$ cat config.mk
export PLATFORM = sky130hd
export DESIGN_NAME = mod_fetch
export DESIGN_NICKNAME = d
export VERILOG_FILES = /design/src/rtl/mod_fetch.sv
export SDC_FILE = /design/constraint.sdc
export NUM_CORES = 1
export LEC_CHECK = 0
export ABC_AREA = 1
export CORE_ASPECT_RATIO = 0.75
export CORE_MARGIN = 4
export CORE_UTILIZATION = 30
export CTS_CLUSTER_SIZE = 28
export DETAILED_ROUTE_END_ITERATION = 8
export HOLD_SLACK_MARGIN = 0.12
export PLACE_DENSITY_LB_ADDON = 0.08
export SLEW_MARGIN = 20
export SYNTH_ARGS = -nofsm -noshare
export SYNTH_HDL_FRONTEND = slang
export SYNTH_SLANG_ARGS = --single-unit
$ cat constraint.sdc
create_clock -name clk_i -period 2.7 [get_ports clk_i]
set_clock_uncertainty 0.15 [all_clocks]
set_input_delay 0.405 -clock clk_i [delete_from_list [all_inputs] [get_ports clk_i]]
set_output_delay 0.405 -clock clk_i [all_outputs]
set_load 0.005 [all_outputs]
$ cat src/rtl/mod_fetch.sv
// mod_fetch -- instruction-fetch stage sitting just after the PC register.
//
// Takes the current PC and issues word requests to instruction memory on a
// req/gnt/rvalid bus. The PC of every granted request is remembered in a
// pending-PC FIFO. Returned words are paired with their PC and queued in
// order for decode.
//
// Handshakes:
//   imem:   a request transfers when imem_req_o & imem_gnt_i. Responses come
//           back in order on imem_rvalid_i, at least one cycle after the grant.
//   decode: the head transfers when instr_valid_o & instr_ready_i. The head
//           stays stable while valid is high and ready is low.
//
// Ports:
//   clk_i, rst_ni            clock, asynchronous active-low reset
//   pc_i                     PC to fetch; stall_o=1 tells the PC register to hold
//   flush_i                  redirect: kills the queue and in-flight fetches
//   imem_req_o/addr_o        request valid / word-aligned address
//   imem_gnt_i               request accepted this cycle
//   imem_rvalid_i/rdata_i    response valid / instruction word
//   instr_valid_o/instr_o/instr_pc_o/instr_ready_i   decode-side queue head
module mod_fetch #(
  parameter int XLEN  = 32,
  parameter int DEPTH = 2
) (
  input  logic            clk_i,
  input  logic            rst_ni,
  input  logic [XLEN-1:0] pc_i,
  output logic            stall_o,
  input  logic            flush_i,
  output logic            imem_req_o,
  output logic [XLEN-1:0] imem_addr_o,
  input  logic            imem_gnt_i,
  input  logic            imem_rvalid_i,
  input  logic [31:0]     imem_rdata_i,
  output logic            instr_valid_o,
  output logic [31:0]     instr_o,
  output logic [XLEN-1:0] instr_pc_o,
  input  logic            instr_ready_i
);

  localparam int PW = $clog2(DEPTH);
  localparam int CW = PW + 1;

  typedef logic [PW-1:0] ptr_t;
  typedef logic [CW-1:0] cnt_t;

  logic [XLEN-1:0] pend_q [DEPTH];
  logic [XLEN-1:0] pend_d [DEPTH];
  ptr_t            pend_wp_q, pend_wp_d, pend_rp_q, pend_rp_d;

  logic [XLEN-1:0] qpc_q  [DEPTH];
  logic [XLEN-1:0] qpc_d  [DEPTH];
  logic [31:0]     qins_q [DEPTH];
  logic [31:0]     qins_d [DEPTH];
  ptr_t            q_wp_q, q_wp_d, q_rp_q, q_rp_d;

  cnt_t qcount_q, qcount_d;
  cnt_t outstanding_q, outstanding_d;
  cnt_t discard_q, discard_d;

  logic [CW:0] inflight;
  logic        credit_ok;
  logic        accept;
  logic        rsp_keep;
  logic        rsp_drop;
  logic        rv_dec;
  logic        q_push;
  logic        q_pop;

  // Credit rule: every outstanding request already owns a queue slot, so a
  // response can always be pushed and the queue never overflows.
  assign inflight   = {1'b0, outstanding_q} + {1'b0, qcount_q};
  assign credit_ok  = inflight < (CW+1)'(DEPTH);
  assign imem_req_o = rst_ni & ~flush_i & credit_ok;
  assign accept     = imem_req_o & imem_gnt_i;
  assign stall_o    = ~accept;
  assign imem_addr_o = {pc_i[XLEN-1:2], 2'b00};

  // A response that arrives during a flush is stale even when no discard is
  // pending yet, so the flush cycle never pushes.
  assign rsp_keep = imem_rvalid_i & ~flush_i & (discard_q == '0);
  assign rsp_drop = imem_rvalid_i & ~flush_i & (discard_q != '0);
  // Ignore a response that has no matching request, so the counter cannot wrap.
  assign rv_dec   = imem_rvalid_i & (outstanding_q != '0);
  assign q_push   = rsp_keep;
  assign q_pop    = instr_valid_o & instr_ready_i;

  assign instr_valid_o = (qcount_q != '0);
  assign instr_o       = qins_q[q_rp_q];
  assign instr_pc_o    = qpc_q[q_rp_q];

  always_comb begin
    pend_d        = pend_q;
    pend_wp_d     = pend_wp_q;
    pend_rp_d     = pend_rp_q;
    qpc_d         = qpc_q;
    qins_d        = qins_q;
    q_wp_d        = q_wp_q;
    q_rp_d        = q_rp_q;
    qcount_d      = qcount_q;
    outstanding_d = outstanding_q;
    discard_d     = discard_q;

    if (flush_i) begin
      // Everything still in flight belongs to the old stream. The pending
      // PCs are dropped with the queue, and the discard counter swallows
      // their responses.
      pend_wp_d     = '0;
      pend_rp_d     = '0;
      q_wp_d        = '0;
      q_rp_d        = '0;
      qcount_d      = '0;
      outstanding_d = outstanding_q - cnt_t'(rv_dec);
      discard_d     = outstanding_q - cnt_t'(rv_dec);
    end else begin
      if (accept) begin
        pend_d[pend_wp_q] = pc_i;
        pend_wp_d         = pend_wp_q + ptr_t'(1);
      end
      if (rsp_keep) begin
        qpc_d[q_wp_q]  = pend_q[pend_rp_q];
        qins_d[q_wp_q] = imem_rdata_i;
        q_wp_d         = q_wp_q + ptr_t'(1);
        pend_rp_d      = pend_rp_q + ptr_t'(1);
      end
      if (rsp_drop) begin
        discard_d = discard_q - cnt_t'(1);
      end
      if (q_pop) begin
        q_rp_d = q_rp_q + ptr_t'(1);
      end
      outstanding_d = outstanding_q + cnt_t'(accept) - cnt_t'(rv_dec);
      qcount_d      = qcount_q + cnt_t'(q_push) - cnt_t'(q_pop);
    end
  end

  always_ff @(posedge clk_i or negedge rst_ni) begin
    if (!rst_ni) begin
      for (int i = 0; i < DEPTH; i++) begin
        pend_q[i] <= '0;
        qpc_q[i]  <= '0;
        qins_q[i] <= '0;
      end
      pend_wp_q     <= '0;
      pend_rp_q     <= '0;
      q_wp_q        <= '0;
      q_rp_q        <= '0;
      qcount_q      <= '0;
      outstanding_q <= '0;
      discard_q     <= '0;
    end else begin
      pend_q        <= pend_d;
      qpc_q         <= qpc_d;
      qins_q        <= qins_d;
      pend_wp_q     <= pend_wp_d;
      pend_rp_q     <= pend_rp_d;
      q_wp_q        <= q_wp_d;
      q_rp_q        <= q_rp_d;
      qcount_q      <= qcount_d;
      outstanding_q <= outstanding_d;
      discard_q     <= discard_d;
    end
  end

endmodule

==> results of run 1 <==
==> sequential cells by signal, summed over array words and instances (netlist names) <==
| register | count |
|---|---|
| pend_q | 64 |
| outstanding_q | 2 |
| pend_wp_q | 1 |
| q_rp_q | 1 |
| pend_rp_q | 1 |
| qpc_q | 64 |
| qins_q | 64 |
| qcount_q | 2 |
| discard_q | 2 |
| q_wp_q | 1 |
==> critical path: stages (launching register included) <==
cell and delay [ns]:
dfrtp_4 0.53, buf_12 0.16, buf_16 0.18, o21ai_1 0.21
clkdlybuf4s50_1 0.54
==> power by group through the flow <==
| stage | combinational, mW | sequential [mW] | clock [mW] |
|---|---|---|---|
| finish | 5.05 | 4.75 | 3.44 |
| global route | 5.71 | 4.89 | 3.66 |
| CTS | 5.09 | 4.76 | 3.55 |
| detailed placement | 4.88 | 4.83 | 0 |
| global placement | 4.84 | 4.82 | 0 |
| floorplan | 2.64 | 4.66 | 0 |
==> cell families after synthesis <==
group,Yosys count,synth area share
other,1,0.000391
flip-flops,202,0.527
AO/OA/AOI/OAI,200,0.104
adder cells (fa/ha/maj),7,0.00991
buffers and inverters,201,0.106
AND/OR/NAND/NOR,588,0.253
==> metal layers <==
metal / GRT usage / vias to the layer above / wire length (µm)
met2: 0.236 / 162 / 12000
met5: 0 / - / 0
met3: 0.0267 / 29 / 1070
li1: - / 4041 / -
met4: 0.0303 / 0 / 445
met1: 0.255 / 3831 / 15000
==> worst max-delay path by stage <==
stage                                  end  slack [ns]  depth (start not counted)
after floorplan           outstanding_q[1]        0.40                         14
after global placement          imem_req_o        0.25                          5
after detailed placement        imem_req_o        0.24                          5
after CTS                   instr_pc_o[27]       -0.03                          4
after global routing        instr_pc_o[27]       -0.05                          4
final                       instr_pc_o[23]       0.005                          4
==> layout make-up <==
class                   instances  area [µm²]  share of cell area
multi-input cells             797        3590               0.289
inverters                      86         323              0.0260
clock buffers                  28         646              0.0520
well taps                     406         508              0.0410
flip-flops and latches        202        5060               0.408
repair buffers                203        2090               0.168
clock inverters                16         195              0.0157
==> repair_timing <==
action	4_1_cts	5_1_grt
setup endpoints to repair	46	42
gates cloned	1	0
pin swaps	0	2
buffers inserted	5	5
hold buffers	1	0
endpoints found under the hold margin	40	0
resized for setup	54	19
==> synthesized netlist by cell type (all sizes together) <==
library cell	count	area, µm²
conb	1	3.75
ha	6	75.1
or2	2	12.5
nand4	66	413
dfrtp	202	5050
clkbuf	37	139
buf	78	553
nor2	11	60.1
nand2	498	1870
nand3b	1	7.51
inv	86	323
nand3	10	62.6
fa	1	20.0
a21oi	3	15.0
o21ai	197	986
==> qor.txt, run 1 <==
Hold Violations, Final - 0
CTS sink count - 202
Clock Path Buffers - 3
Core area - 31400 µm²
Buffers on Ports - 166
Internal power - 8.56 mW
CTS Root Buffer Type - clkbuf_16
Final Util - 0.395
Vias/cell - 4.64
RSZ-0062 raised after global routing - yes
Fin. max-slew vios - 0
Antenna Diode Count - 0
Largest net degree at the start of global routing - 159
Filler instances - 3313
Hold slack - 0.142 ns
Post-layout min period - 2.70 ns
Status - finished, final reports clean
Drt drc - 0
Slew Limit Headroom - 0.414
CTS tree - built
1st-pass router iterations - 4
Final net count - 1391
R2R Path End - outstanding_q[1]
Yosys reg bits - 202
Via count - 8063
Most frequent cells in the layout - nand2_1, dfrtp_1, clkdlybuf4s50_1
CP Launch Point - q_rp_q
Most common cell after layout, fill and taps aside - nand2_1
Final Cell Area - 12400 µm²
Die extent in x - 214 µm
Post-synthesis sequential area ratio - 0.527
DRT antenna net count - 0
Hpwl dp - 17400 µm
Unique cell type count in the Yosys netlist - 23
Worst EP required - 2.14 ns
Share of layout cells above drive strength 1 - 0.0751
Yosys warnings - 0
Critical Path AT - 2.14 ns
Cells on worst reg2reg path - 14
Setup Viol. Count Final - 0
Reg clk slew, reported paths - 0.06 ns
Worst-Margin Slew - 0.879 ns
Syn Inst Count - 1199
Switching power - 4.68 mW
Initial DRC count - 528
Row count - 56
Class of the tightest hold or removal check - primary input to asynchronous set/reset pin
Combinational Power Share - 0.382
Fmax - 371 MHz
Avg Inst Size Synth - 8.00 µm²
Initial antenna violation count - 0
Die area - 34900 µm²
Placed cell count - 1682
Vias in the first global route - 7825
Reg2reg start - qcount_q[0]
Sequential power share - 0.359
Global Route Usage Sum - 0.162
Global-route wire length before repair - 46100 µm
Initial core utilization - 0.306
Total Neg Setup Slack - 0 ns
Final cycle utilization of the critical path - 0.998
Max cap viols - 0
Switching Share - 0.354
Drt wl/cell - 16.4 µm
Non-Filler Instances - 1738
Mapped Area - 9590 µm²
Worst-Skew Late Latency - 0.52 ns
Congestion Overflow GR - 0
Reg2reg setup slack - 0.31 ns
Pwr dens - 1070 nW/µm²
Die Y - 163 µm
Leakage - 6.12 nW
Placed inst area - 11400 µm²
TritonCTS Buffers - 24
Worst Path Max Fanout - 33
Global placement routability congestion - 0.758
WS Path Type - flop to output pin
Pre-CTS WS - 0.243 ns
Area delta synth->final - 29.3%
Clock power share - 0.260
Total wire length - 28500 µm
PnR worst setup slack - 0.00486 ns
IR drop worst, VDD - 382 µV
Setup crit start kind - flop
Htree depth - 1
Nature of the critical path endpoint - output pin
I/O pins - 169
Overall power - 13.2 mW
No activity file was read; power rests on OpenSTA's default activity.
==> run 2: changes to the inputs <==
- CORE_ASPECT_RATIO: 0.75 -> default
- HOLD_SLACK_MARGIN: 0.12 -> default
==> run 2 against run 1 <==
Final cell count decreased by 0.46%; critical path type unchanged; critical path depth unchanged; wire length decreased by 4.1%; register-to-register slack about the same; fmax increased by 2.5%; largest power group unchanged.
==> qor.txt, run 2 (synthesis results as in run 1) <==
Max cap viols - 0 (unchanged)
Worst EP required - 2.14 ns (about the same)
Row count - 65 (+16%)
Most common cell after layout, fill and taps aside - nand2_1
Top Metal Used - met4
IR drop worst, VDD - 458 µV (+20%)
Fin. max-slew vios - 0 (unchanged)
Max stage delay on crit path - 0.53 ns (about the same)
Pre-CTS WS - 0.262 ns (+0.0192 ns)
Cells on worst reg2reg path - 14 (unchanged)
Initial DRC count - 479 (-9.3%)
Drt wl/cell - 15.8 µm (-3.7%)
CTS tree - built
Reg area - 5060 µm² (unchanged)
Hold Violations, Final - 0 (unchanged)
Reg2reg start - qcount_q[0]
Initial core utilization - 0.304 (-0.00160)
Setup crit start kind - flop
RSZ-0062 raised after global routing - yes
Final cycle utilization of the critical path - 0.974 (-0.0243)
Total wire length - 27400 µm (-4.1%)
Fmax - 380 MHz (+2.5%)
CTS sink count - 202 (unchanged)
CTS Root Buffer Type - clkbuf_16
Critical Path, Cell by Cell - buf_4, buf_12, o21ai_0, clkdlybuf4s50_1
Largest net degree at the start of global routing - 130 (-18%)
Worst-Skew Late Latency - 0.51 ns (about the same)
Post-layout min period - 2.63 ns (-0.0657 ns)
Met3 wire length - 1420 µm (+32%)
Pwr dens - 1040 nW/µm² (-2.4%)
Top Registers - pend_q: 64 flops, qins_q: 64 flops, qpc_q: 64 flops
Final net count - 1388 (-0.22%)
M1 WL - 13800 µm (-8.2%)
Reg clk slew, reported paths - 0.06 ns (about the same)
Metal2 WL - 11600 µm (-3.2%)
Clock Path Buffers - 3 (unchanged)
WS Path Type - flop to output pin
Reg2reg setup slack - 0.31 ns (about the same)
Buffers on Ports - 166 (unchanged)
Worst-Margin Slew - 0.823 ns (-0.0552 ns)
Critical-path top delay cell - clkdlybuf4s50_1
Overall power - 12.7 mW (-4.0%)
R2R Path End - outstanding_q[1]
Worst setup path end - instr_o[17]
I/O pins - 169 (unchanged)
Worst Path Max Fanout - 39 (+18%)
Global-route wire length before repair - 44700 µm (-3.0%)
Class of the tightest hold or removal check - primary input to flop
Total Neg Setup Slack - 0 ns (unchanged)
CP top delay family - buffers and inverters
Hold slack - 0.145 ns (+0.00382 ns)
Area delta synth->final - 27.3%
Die extent in x - 187 µm (-13%)
Critical Path AT - 2.07 ns (-0.07 ns)
Slew Limit Headroom - 0.451 (+0.0368)
1st-pass router iterations - 4 (unchanged)
Hpwl dp - 17000 µm (-2.4%)
Buf/Inv on CP - 3 (unchanged)
Multi-input gate area - 3560 µm² (-0.73%)
PnR worst setup slack - 0.0706 ns (+0.0657 ns)
Filler instances - 3314 (+0.030%)
CP Launch Point - q_rp_q
Htree depth - 1 (unchanged)
Vias/cell - 4.61 (-0.62%)
Vias in the first global route - 7916 (+1.2%)
Antenna Diode Count - 0 (unchanged)
Via count - 7976 (-1.1%)
Setup Viol. Count Final - 0 (unchanged)
Core area - 31600 µm² (+0.53%)
Leakage - 5.96 nW (-2.7%)
Most frequent cells in the layout - nand2_1, dfrtp_1, clkdlybuf4s50_1
Drt drc - 0 (unchanged)
Final Util - 0.387 (-0.00814)
Initial antenna violation count - 0 (unchanged)
Nature of the critical path endpoint - output pin
Die area - 34900 µm² (about the same)
Status - finished, final reports clean
Share of layout cells above drive strength 1 - 0.0625 (-0.0126)
DRT antenna net count - 0 (unchanged)
Global Route Usage Sum - 0.155 (-0.00718)
Critical path depth in cells - 4 (unchanged)
Die Y - 187 µm (+15%)
Global placement routability congestion - 0.753 (-0.63%)
Congestion Overflow GR - 0 (unchanged)
TritonCTS Buffers - 24 (unchanged)
## run 2: layout make-up
| cell class | instances | area share |
|---|---|---|
| clock inverters | 3 | 0.00123 |
| well taps | 402 | 0.0412 |
| inverters | 86 | 0.0264 |
| flip-flops and latches | 202 | 0.414 |
| clock buffers | 40 | 0.0599 |
| multi-input cells | 797 | 0.291 |
| repair buffers | 200 | 0.166 |
## run 2: worst reg2reg max path: cells and delay by family, from the launching register on
kind	cells	cell delay, ns
flip-flops	1	0.40
adder cells (fa/ha/maj)	3	0.94
AND/OR/NAND/NOR	8	0.64
buffers and inverters	3	0.14
## run 2: timing repair
| item | CTS | global route |
|---|---|---|
| hold buffers | 1 | 0 |
| pin swaps | 1 | 1 |
| setup endpoints to repair | 57 | 26 |
| buffers inserted | 5 | 1 |
| cloned | 0 | 0 |
| resized for setup | 21 | 30 |
| hold endpoints to repair | 11 | 0 |
## run 2: how the worst min path moves through the flow
stage               startpoint      endpoint  slack [ns]  cells after the start
finish              imem_gnt_i     pend_wp_q        0.15                      4
global route        imem_gnt_i     pend_wp_q        0.18                      4
detailed placement      rst_ni   qcount_q[0]        0.13                      1
floorplan               rst_ni  discard_q[0]       -0.04                      0
CTS                     rst_ni   qcount_q[1]        0.17                      2
global placement        rst_ni   qcount_q[1]        0.13                      1
## run 2: routing by layer
metal  up-vias  global-route usage
li1       4025                   -
met1      3735               0.228
met2       182               0.237
met3        34              0.0295
met4         0              0.0364
met5         -                   0
## run 2: through the flow
step,cell area [µm²],cells
2_1_floorplan,9600,1200
3_3_place_gp,11400,1680
3_5_place_dp,11400,1680
4_1_cts,12200,1729
5_1_grt,12200,1730
6_report,12200,1730
## run 2: power by group
group / total [mW] / internal, mW / switching [mW]
logic: 4.91 / 2.18 / 2.73
registers: 4.73 / 4.24 / 0.490
clock network: 3.07 / 1.83 / 1.24
total: 12.7 / 8.25 / 4.47
